## src/rtl/lenet_pkg.sv

```systemverilog
// Shared LeNet constants: map/window geometry, C3 window-generator state encoding
// and the flat window element index used on the window bus.
package lenet_pkg;

  localparam int DATA_WIDTH = 12;
  localparam int MAP_DIM    = 14;
  localparam int WIN        = 5;
  localparam int OUT_DIM    = MAP_DIM - WIN + 1;
  localparam int CHANNELS   = 6;

  // Width of the per-column fetch counter and the loaded-column counter (0..WIN).
  localparam int CNT_W = 3;

  localparam logic [1:0] ST_IDLE    = 2'd0;
  localparam logic [1:0] ST_FETCH   = 2'd1;
  localparam logic [1:0] ST_PRESENT = 2'd2;
  localparam logic [1:0] ST_DONE    = 2'd3;

  function automatic int unsigned idx(input int unsigned ch, input int unsigned wr,
                                      input int unsigned wc);
    return ch * WIN * WIN + wr * WIN + wc;
  endfunction

endpackage

```

## src/rtl/window_shift_reg.sv

```systemverilog
// One channel's WxW window: rows 0..W-2 of the incoming column are staged, and on
// shift the window moves left one column with the staged rows plus cap_data entering at wc=W-1.
module window_shift_reg
  import lenet_pkg::*;
#(
  parameter int DW = 12,
  parameter int W  = 5
) (
  input  logic                 clk,
  input  logic                 rst,
  input  logic                 clr,
  input  logic                 cap_en,
  input  logic [CNT_W-1:0]     cap_row,
  input  logic [DW-1:0]        cap_data,
  input  logic                 shift_en,
  output logic [W*W*DW-1:0]    win
);

  logic [DW-1:0] win_q [W][W];
  logic [DW-1:0] col_q [W-1];

  always_ff @(posedge clk or negedge rst) begin
    if (!rst) begin
      for (int wr = 0; wr < W; wr++)
        for (int wc = 0; wc < W; wc++)
          win_q[wr][wc] <= '0;
      for (int r = 0; r < W - 1; r++)
        col_q[r] <= '0;
    end else if (clr) begin
      for (int wr = 0; wr < W; wr++)
        for (int wc = 0; wc < W; wc++)
          win_q[wr][wc] <= '0;
      for (int r = 0; r < W - 1; r++)
        col_q[r] <= '0;
    end else begin
      for (int r = 0; r < W - 1; r++)
        if (cap_en && (cap_row == CNT_W'(r)))
          col_q[r] <= cap_data;
      if (shift_en) begin
        for (int wr = 0; wr < W; wr++)
          for (int wc = 0; wc < W - 1; wc++)
            win_q[wr][wc] <= win_q[wr][wc+1];
        for (int r = 0; r < W - 1; r++)
          win_q[r][W-1] <= col_q[r];
        // The bottom row arrives on the same cycle as the shift, straight from memory.
        win_q[W-1][W-1] <= cap_data;
      end
    end
  end

  for (genvar wr = 0; wr < W; wr++) begin : g_row
    for (genvar wc = 0; wc < W; wc++) begin : g_col
      assign win[(wr*W + wc)*DW +: DW] = win_q[wr][wc];
    end
  end

endmodule

```

## src/rtl/mid_layer_window_gen.sv

```systemverilog
// Builds every 5x5x6 window over the six pooled maps in raster order, one column of
// five reads at a time, and hands each window to C3 over a valid/ready handshake.
module mid_layer_window_gen #(
  parameter int DATA_WIDTH = lenet_pkg::DATA_WIDTH,
  parameter int MAP_DIM    = lenet_pkg::MAP_DIM,
  parameter int WIN        = lenet_pkg::WIN,
  parameter int OUT_DIM    = lenet_pkg::OUT_DIM,
  parameter int CHANNELS   = lenet_pkg::CHANNELS,
  parameter int ADDR_WIDTH = 8
) (
  input  logic                                  clk,
  input  logic                                  rst,
  input  logic                                  start,
  output logic                                  rd_en,
  output logic [ADDR_WIDTH-1:0]                 rd_addr,
  input  logic [CHANNELS*DATA_WIDTH-1:0]        rd_data,
  output logic [CHANNELS*WIN*WIN*DATA_WIDTH-1:0] win_data,
  output logic                                  win_valid,
  input  logic                                  win_ready,
  output logic [3:0]                            out_row,
  output logic [3:0]                            out_col,
  output logic                                  done,
  output logic [1:0]                            state_dbg
);
  import lenet_pkg::*;

  localparam logic [CNT_W-1:0] F_LAST = CNT_W'(WIN);
  localparam logic [3:0]       C_LAST = 4'(MAP_DIM);
  localparam logic [3:0]       R_LAST = 4'(OUT_DIM - 1);
  localparam logic [3:0]       W4     = 4'(WIN);

  logic [1:0]            state;
  logic [3:0]            r0;
  logic [3:0]            c;
  logic [CNT_W-1:0]      f;
  logic [CNT_W-1:0]      loaded;
  logic [CNT_W-1:0]      loaded_inc;
  logic [ADDR_WIDTH-1:0] row_addr;
  logic [ADDR_WIDTH-1:0] addr_calc;
  logic                  cap_en;
  logic                  shift_en;
  logic                  clr;
  logic [CNT_W-1:0]      cap_row;

  assign loaded_inc = (loaded >= F_LAST) ? F_LAST : loaded + 1'b1;

  always_ff @(posedge clk or negedge rst) begin
    if (!rst) begin
      state  <= ST_IDLE;
      r0     <= '0;
      c      <= '0;
      f      <= '0;
      loaded <= '0;
    end else if (!start) begin
      state  <= ST_IDLE;
      r0     <= '0;
      c      <= '0;
      f      <= '0;
      loaded <= '0;
    end else begin
      case (state)
        ST_IDLE: begin
          state  <= ST_FETCH;
          r0     <= '0;
          c      <= '0;
          f      <= '0;
          loaded <= '0;
        end
        ST_FETCH: begin
          if (f == F_LAST) begin
            f      <= '0;
            c      <= c + 4'd1;
            loaded <= loaded_inc;
            if (loaded_inc >= F_LAST)
              state <= ST_PRESENT;
          end else begin
            f <= f + 1'b1;
          end
        end
        ST_PRESENT: begin
          if (win_ready) begin
            if (c == C_LAST) begin
              if (r0 == R_LAST) begin
                state <= ST_DONE;
              end else begin
                r0     <= r0 + 4'd1;
                c      <= '0;
                loaded <= '0;
                state  <= ST_FETCH;
              end
            end else begin
              state <= ST_FETCH;
            end
          end
        end
        default: state <= ST_DONE;
      endcase
    end
  end

  // Reads go out for f=0..WIN-1; each returns one cycle later and lands in row f-1.
  assign row_addr  = ADDR_WIDTH'(r0) + ADDR_WIDTH'(f);
  assign addr_calc = ADDR_WIDTH'(row_addr * ADDR_WIDTH'(MAP_DIM)) + ADDR_WIDTH'(c);
  assign rd_en     = (state == ST_FETCH) && (f < F_LAST);
  assign rd_addr   = rd_en ? addr_calc : '0;

  assign cap_en   = (state == ST_FETCH) && (f != '0) && (f != F_LAST);
  assign cap_row  = f - 1'b1;
  assign shift_en = (state == ST_FETCH) && (f == F_LAST);
  assign clr      = !start;

  for (genvar ch = 0; ch < CHANNELS; ch++) begin : g_ch
    window_shift_reg #(
      .DW (DATA_WIDTH),
      .W  (WIN)
    ) u_win (
      .clk      (clk),
      .rst      (rst),
      .clr      (clr),
      .cap_en   (cap_en),
      .cap_row  (cap_row),
      .cap_data (rd_data[ch*DATA_WIDTH +: DATA_WIDTH]),
      .shift_en (shift_en),
      .win      (win_data[ch*WIN*WIN*DATA_WIDTH +: WIN*WIN*DATA_WIDTH])
    );
  end

  // Handshake: a window transfers on a clock edge with win_valid && win_ready; while
  // win_valid && !win_ready, win_data/out_row/out_col hold and no reads are issued.
  assign win_valid = (state == ST_PRESENT);
  assign done      = (state == ST_DONE);
  assign out_row   = win_valid ? r0 : 4'd0;
  assign out_col   = win_valid ? (c - W4) : 4'd0;
  assign state_dbg = state;

endmodule
```

## config.mk

```make
export PLATFORM = sky130hd
export DESIGN_NAME = mid_layer_window_gen
export DESIGN_NICKNAME = d
export VERILOG_FILES = /design/src/rtl/lenet_pkg.sv /design/src/rtl/window_shift_reg.sv /design/src/rtl/mid_layer_window_gen.sv
export SDC_FILE = /design/constraint.sdc
export NUM_CORES = 2
export LEC_CHECK = 0
export BUFFER_PORTS_ARGS = -buffer_cell sky130_fd_sc_hd__buf_4
export CAP_MARGIN = 30
export CORE_AREA = 2 2 745 747
export DETAILED_ROUTE_END_ITERATION = 7
export DIE_AREA = 0 0 747 749
export GPL_ROUTABILITY_DRIVEN = 1
export PLACE_DENSITY = 0.39
export REMOVE_ABC_BUFFERS = 1
export SLEW_MARGIN = 10
export SYNTH_ARGS = -nofsm -noshare
export SYNTH_HDL_FRONTEND = slang
export SYNTH_SLANG_ARGS = --single-unit
```

## constraint.sdc

```tcl
create_clock -name clk -period 7.35 [get_ports clk]
set_clock_uncertainty 0.15 [all_clocks]
set_input_delay 0 -clock clk [delete_from_list [all_inputs] [get_ports clk]]
set_output_delay 0 -clock clk [all_outputs]
set_load 0.1 [all_outputs]
```

==> results.cfg <==
[timing]
maxSlewHeadroom = 0.240
rsz0062_at_grt = no
finalSetupTns_ns = 0
max_freq_mhz = 190
period_share = 0.717
min_period_ns = 5.27
holdWs_ns = 0.104
final_max_slew_viol_count = 0
setup_viol = 0
finalHoldViolations = 0
tightest_slew_ns = 1.14
worst_slack_ns = 2.08

[global_route]
grt_pass1_vias = 59000
grt_pass1_wl_um = 478000
gr-usage-all-layers = 0.115
grt-ovfl-total = 0
grt_max_degree = 181
antenna_found_initial = 26

[finish]
fillCellCount = 59700
area_growth_pct = 43.4
final_area_um2 = 109000
drive_above_1_share = 0.318
nNetsFinal = 7583

[floorplan]
fp.dieW_um = 747
fp-row-count = 273
die_h_um = 749
dieArea_um2 = 560000
initial_core_util = 0.138
pin_count = 1897
core_region_area_um2 = 551000

[synthesis]
synth-warning-count = 0
synth-seq-cells = 2104
syn_inst = 5555
ys.flop_type = dfrtp_1
synth_edf_count = 0
synthDistinctLibCells = 46
yosysSeqAreaShare = 0.694
netlist_area_um2 = 75900
synthArstFlopShare = 1.00
syn_avg_cell_area_um2 = 13.7

[clock_network]
cts_resized = 0
clk_pin_slew_ns = 0.06
cts_hold_buffers = 154
cts_sinks = 2104
post-cts-setup-buffers = 0
cts_tree = yes
htreeDepth = 5
worstSkewPairLatency_ns = 0.89
clockBufferDepth = 4
cts_buffers = 265
root_buffer = clkbuf_16

[route]
first_iter_violations = 4393
drt-wirelength-per-cell_um = 22.5
final_antenna_net_count = 0
via_per_inst = 3.83
drt_pass1_iterations = 5
drc = 0
vias = 57400
wirelength_um = 337000

[critical_path]
cpMostUsedCell = fa_1
path_max_fanout = 11
cpPeakStageDelay_ns = 0.60
cp_top_family = adder cells
cp-start-kind = flip-flop
crit_arrival_ns = 5.12
crit_path_end_kind = output port
path_cells = ha_1 -> inv_1 -> fa_1 -> xnor2_1 -> fa_1 -> ha_1 -> fa_1 -> and3_1 -> or3_1 -> a21o_1 -> mux2i_1 -> buf_4
worstPathRequired_ns = 7.20
critPathBufInv = 2
r2r_slack_ns = 3.20
slowest_stage = dfrtp_1
crit_type = flip-flop to output port

[place]
place_congestion = 0.824
numPortBuffers = 1896
dp_slack_ns = 3.01
dpl.hpwl_um = 237000
placed_cell_area_um2 = 98100

[hold_path]
hp-class = primary input to flip-flop

[power]
peakVddDrop_uv = 131
power_density_nw_per_um2 = 239
comb_power_share = 0.034
design_power_total_w = 0.0260
p_int_w = 0.0198
netSwitchingPower_w = 0.00623
p_clk_frac = 0.518
seqPwrFrac = 0.447
leakagePower_nw = 52.3
switching_share = 0.240

[status]
status = complete, no violations

[run]
max_cap_violations = 0
-- layer usage --
| layer | vias up | share of wire | global-route usage |
|---|---|---|---|
| li1 | 24500 | - | - |
| met5 | - | 0 | 0 |
| met2 | 2158 | 0.46 | 0.184 |
| met1 | 30300 | 0.43 | 0.150 |
| met4 | 0 | 0.029 | 0.0319 |
| met3 | 459 | 0.075 | 0.0329 |
-- cell type report --
class	instances	area [µm²]	share of cell area
sequential	2104	52700	0.484
tap	7287	9120	0.0838
clock buffer	392	7900	0.0726
clock inverter	74	1060	0.00975
antenna	8	20.0	0.000184
inverter	16	67.6	0.000621
multi-input combinational	2930	20800	0.191
timing repair buffer	2165	17200	0.158
-- synth_stat cells (2+ instances only) --
cell type,number,share of area
nor2b_1,6,0.00049
o22ai_1,2,0.00016
nand3b_1,2,0.00020
nand2b_1,3,0.00025
xnor2_1,5,0.00058
o21ai_1,27,0.0018
and2_1,5,0.00041
a21o_1,7,0.00069
nor2_1,18,0.00089
buf_4,8,0.00079
xor2_1,7,0.00081
fa_1,4,0.0011
buf_2,402,0.027
dfrtp_1,2104,0.69
ha_1,21,0.0035
nand4_1,2,0.00016
nand3_1,5,0.00033
a21oi_1,298,0.020
clkbuf_1,95,0.0047
and3_1,6,0.00049
nand2_1,698,0.035
inv_1,15,0.00074
a32o_1,3,0.00040
or3_1,2,0.00016
a22o_1,1747,0.20
o21ai_0,40,0.0026
mux2i_1,3,0.00040
a31oi_1,2,0.00016
-- worst register-to-register path: stages, from the launching register on --
cell	delay, ns
dfrtp_1	0.66
nor2b_1	0.62
nand2_1	0.25
nor2_4	0.73
buf_4	0.60
buf_4	0.75
a22o_1	0.29
-- path summary, 6_finish.rpt --
path | start | to | cells after the start
max | f[0] | rd_addr[7] | 12
min | win_ready | state_dbg[1] | 5
max reg2reg | state_dbg[0] | g_ch[3].u_win.win[11] | 6
min reg2reg | g_ch[1].u_win.col_q[33] | g_ch[1].u_win.win[117] | 1
max in group asynchronous | rst | g_ch[2].u_win.win[180] | 5
min in group asynchronous | rst | g_ch[4].u_win.win[52] | 4
-- cells by family (layout without fill, tap and decap cells) --
logic type / after synthesis / in the layout / share of synthesized area
AO/OA/AOI/OAI: 2135 / 2135 / 0.228
flip-flops: 2104 / 2104 / 0.694
AND/OR/NAND/NOR: 755 / 755 / 0.0389
buffers and inverters: 521 / 2647 / 0.0328
adder cells (fa/ha/maj): 25 / 25 / 0.00452
XOR/XNOR: 12 / 12 / 0.00138
multiplexers: 3 / 3 / 0.000396
other: 0 / 8 / 0
-- state kept, by name (all words and copies together), names as in the netlist --
name,flops
state_dbg,2
c,4
g_ch.u_win.win,1800
loaded,3
r0,4
f,3
g_ch.u_win.col_q,288
-- power by group through the flow --
stage | Clock (W) | Sequential [W] | Combinational (W)
5_1_grt | 0.0144 | 0.0116 | 0.000996
3_3_place_gp | 0 | 0.0118 | 0.000830
2_1_floorplan | 0 | 0.0119 | 0.000193
4_1_cts | 0.0140 | 0.0116 | 0.000932
3_5_place_dp | 0 | 0.0118 | 0.000843
6_report | 0.0135 | 0.0116 | 0.000897
-- cell usage in the layout, fill, tap and decap left out, types with 5 or more instances in the layout --
cell type	instances
dfrtp_1	2104
buf_4	1973
a22o_1	1747
nand2_1	697
a21oi_1	298
clkbuf_16	271
dlygate4sd3_1	151
clkbuf_8	66
clkbuf_1	55
o21ai_0	40
buf_12	35
o21ai_1	27
clkinv_2	27
ha_1	21
nor2_1	17
inv_1	15
bufinv_16	14
diode_2	8
xor2_1	7
a21o_1	7
inv_6	7
nor2b_1	6
clkinv_8	6
clkinvlp_4	6
inv_16	6
xnor2_1	5
clkinv_16	5
buf_16	5
-- per-stage QoR --
step | util | instances
after floorplan | - | 5050
after global placement | 0.178 | 14300
after detailed placement | 0.178 | 14300
after CTS | 0.197 | 15000
after global routing | 0.197 | 15000
final | 0.197 | 15000
No activity file was read; power rests on OpenSTA's default activity.
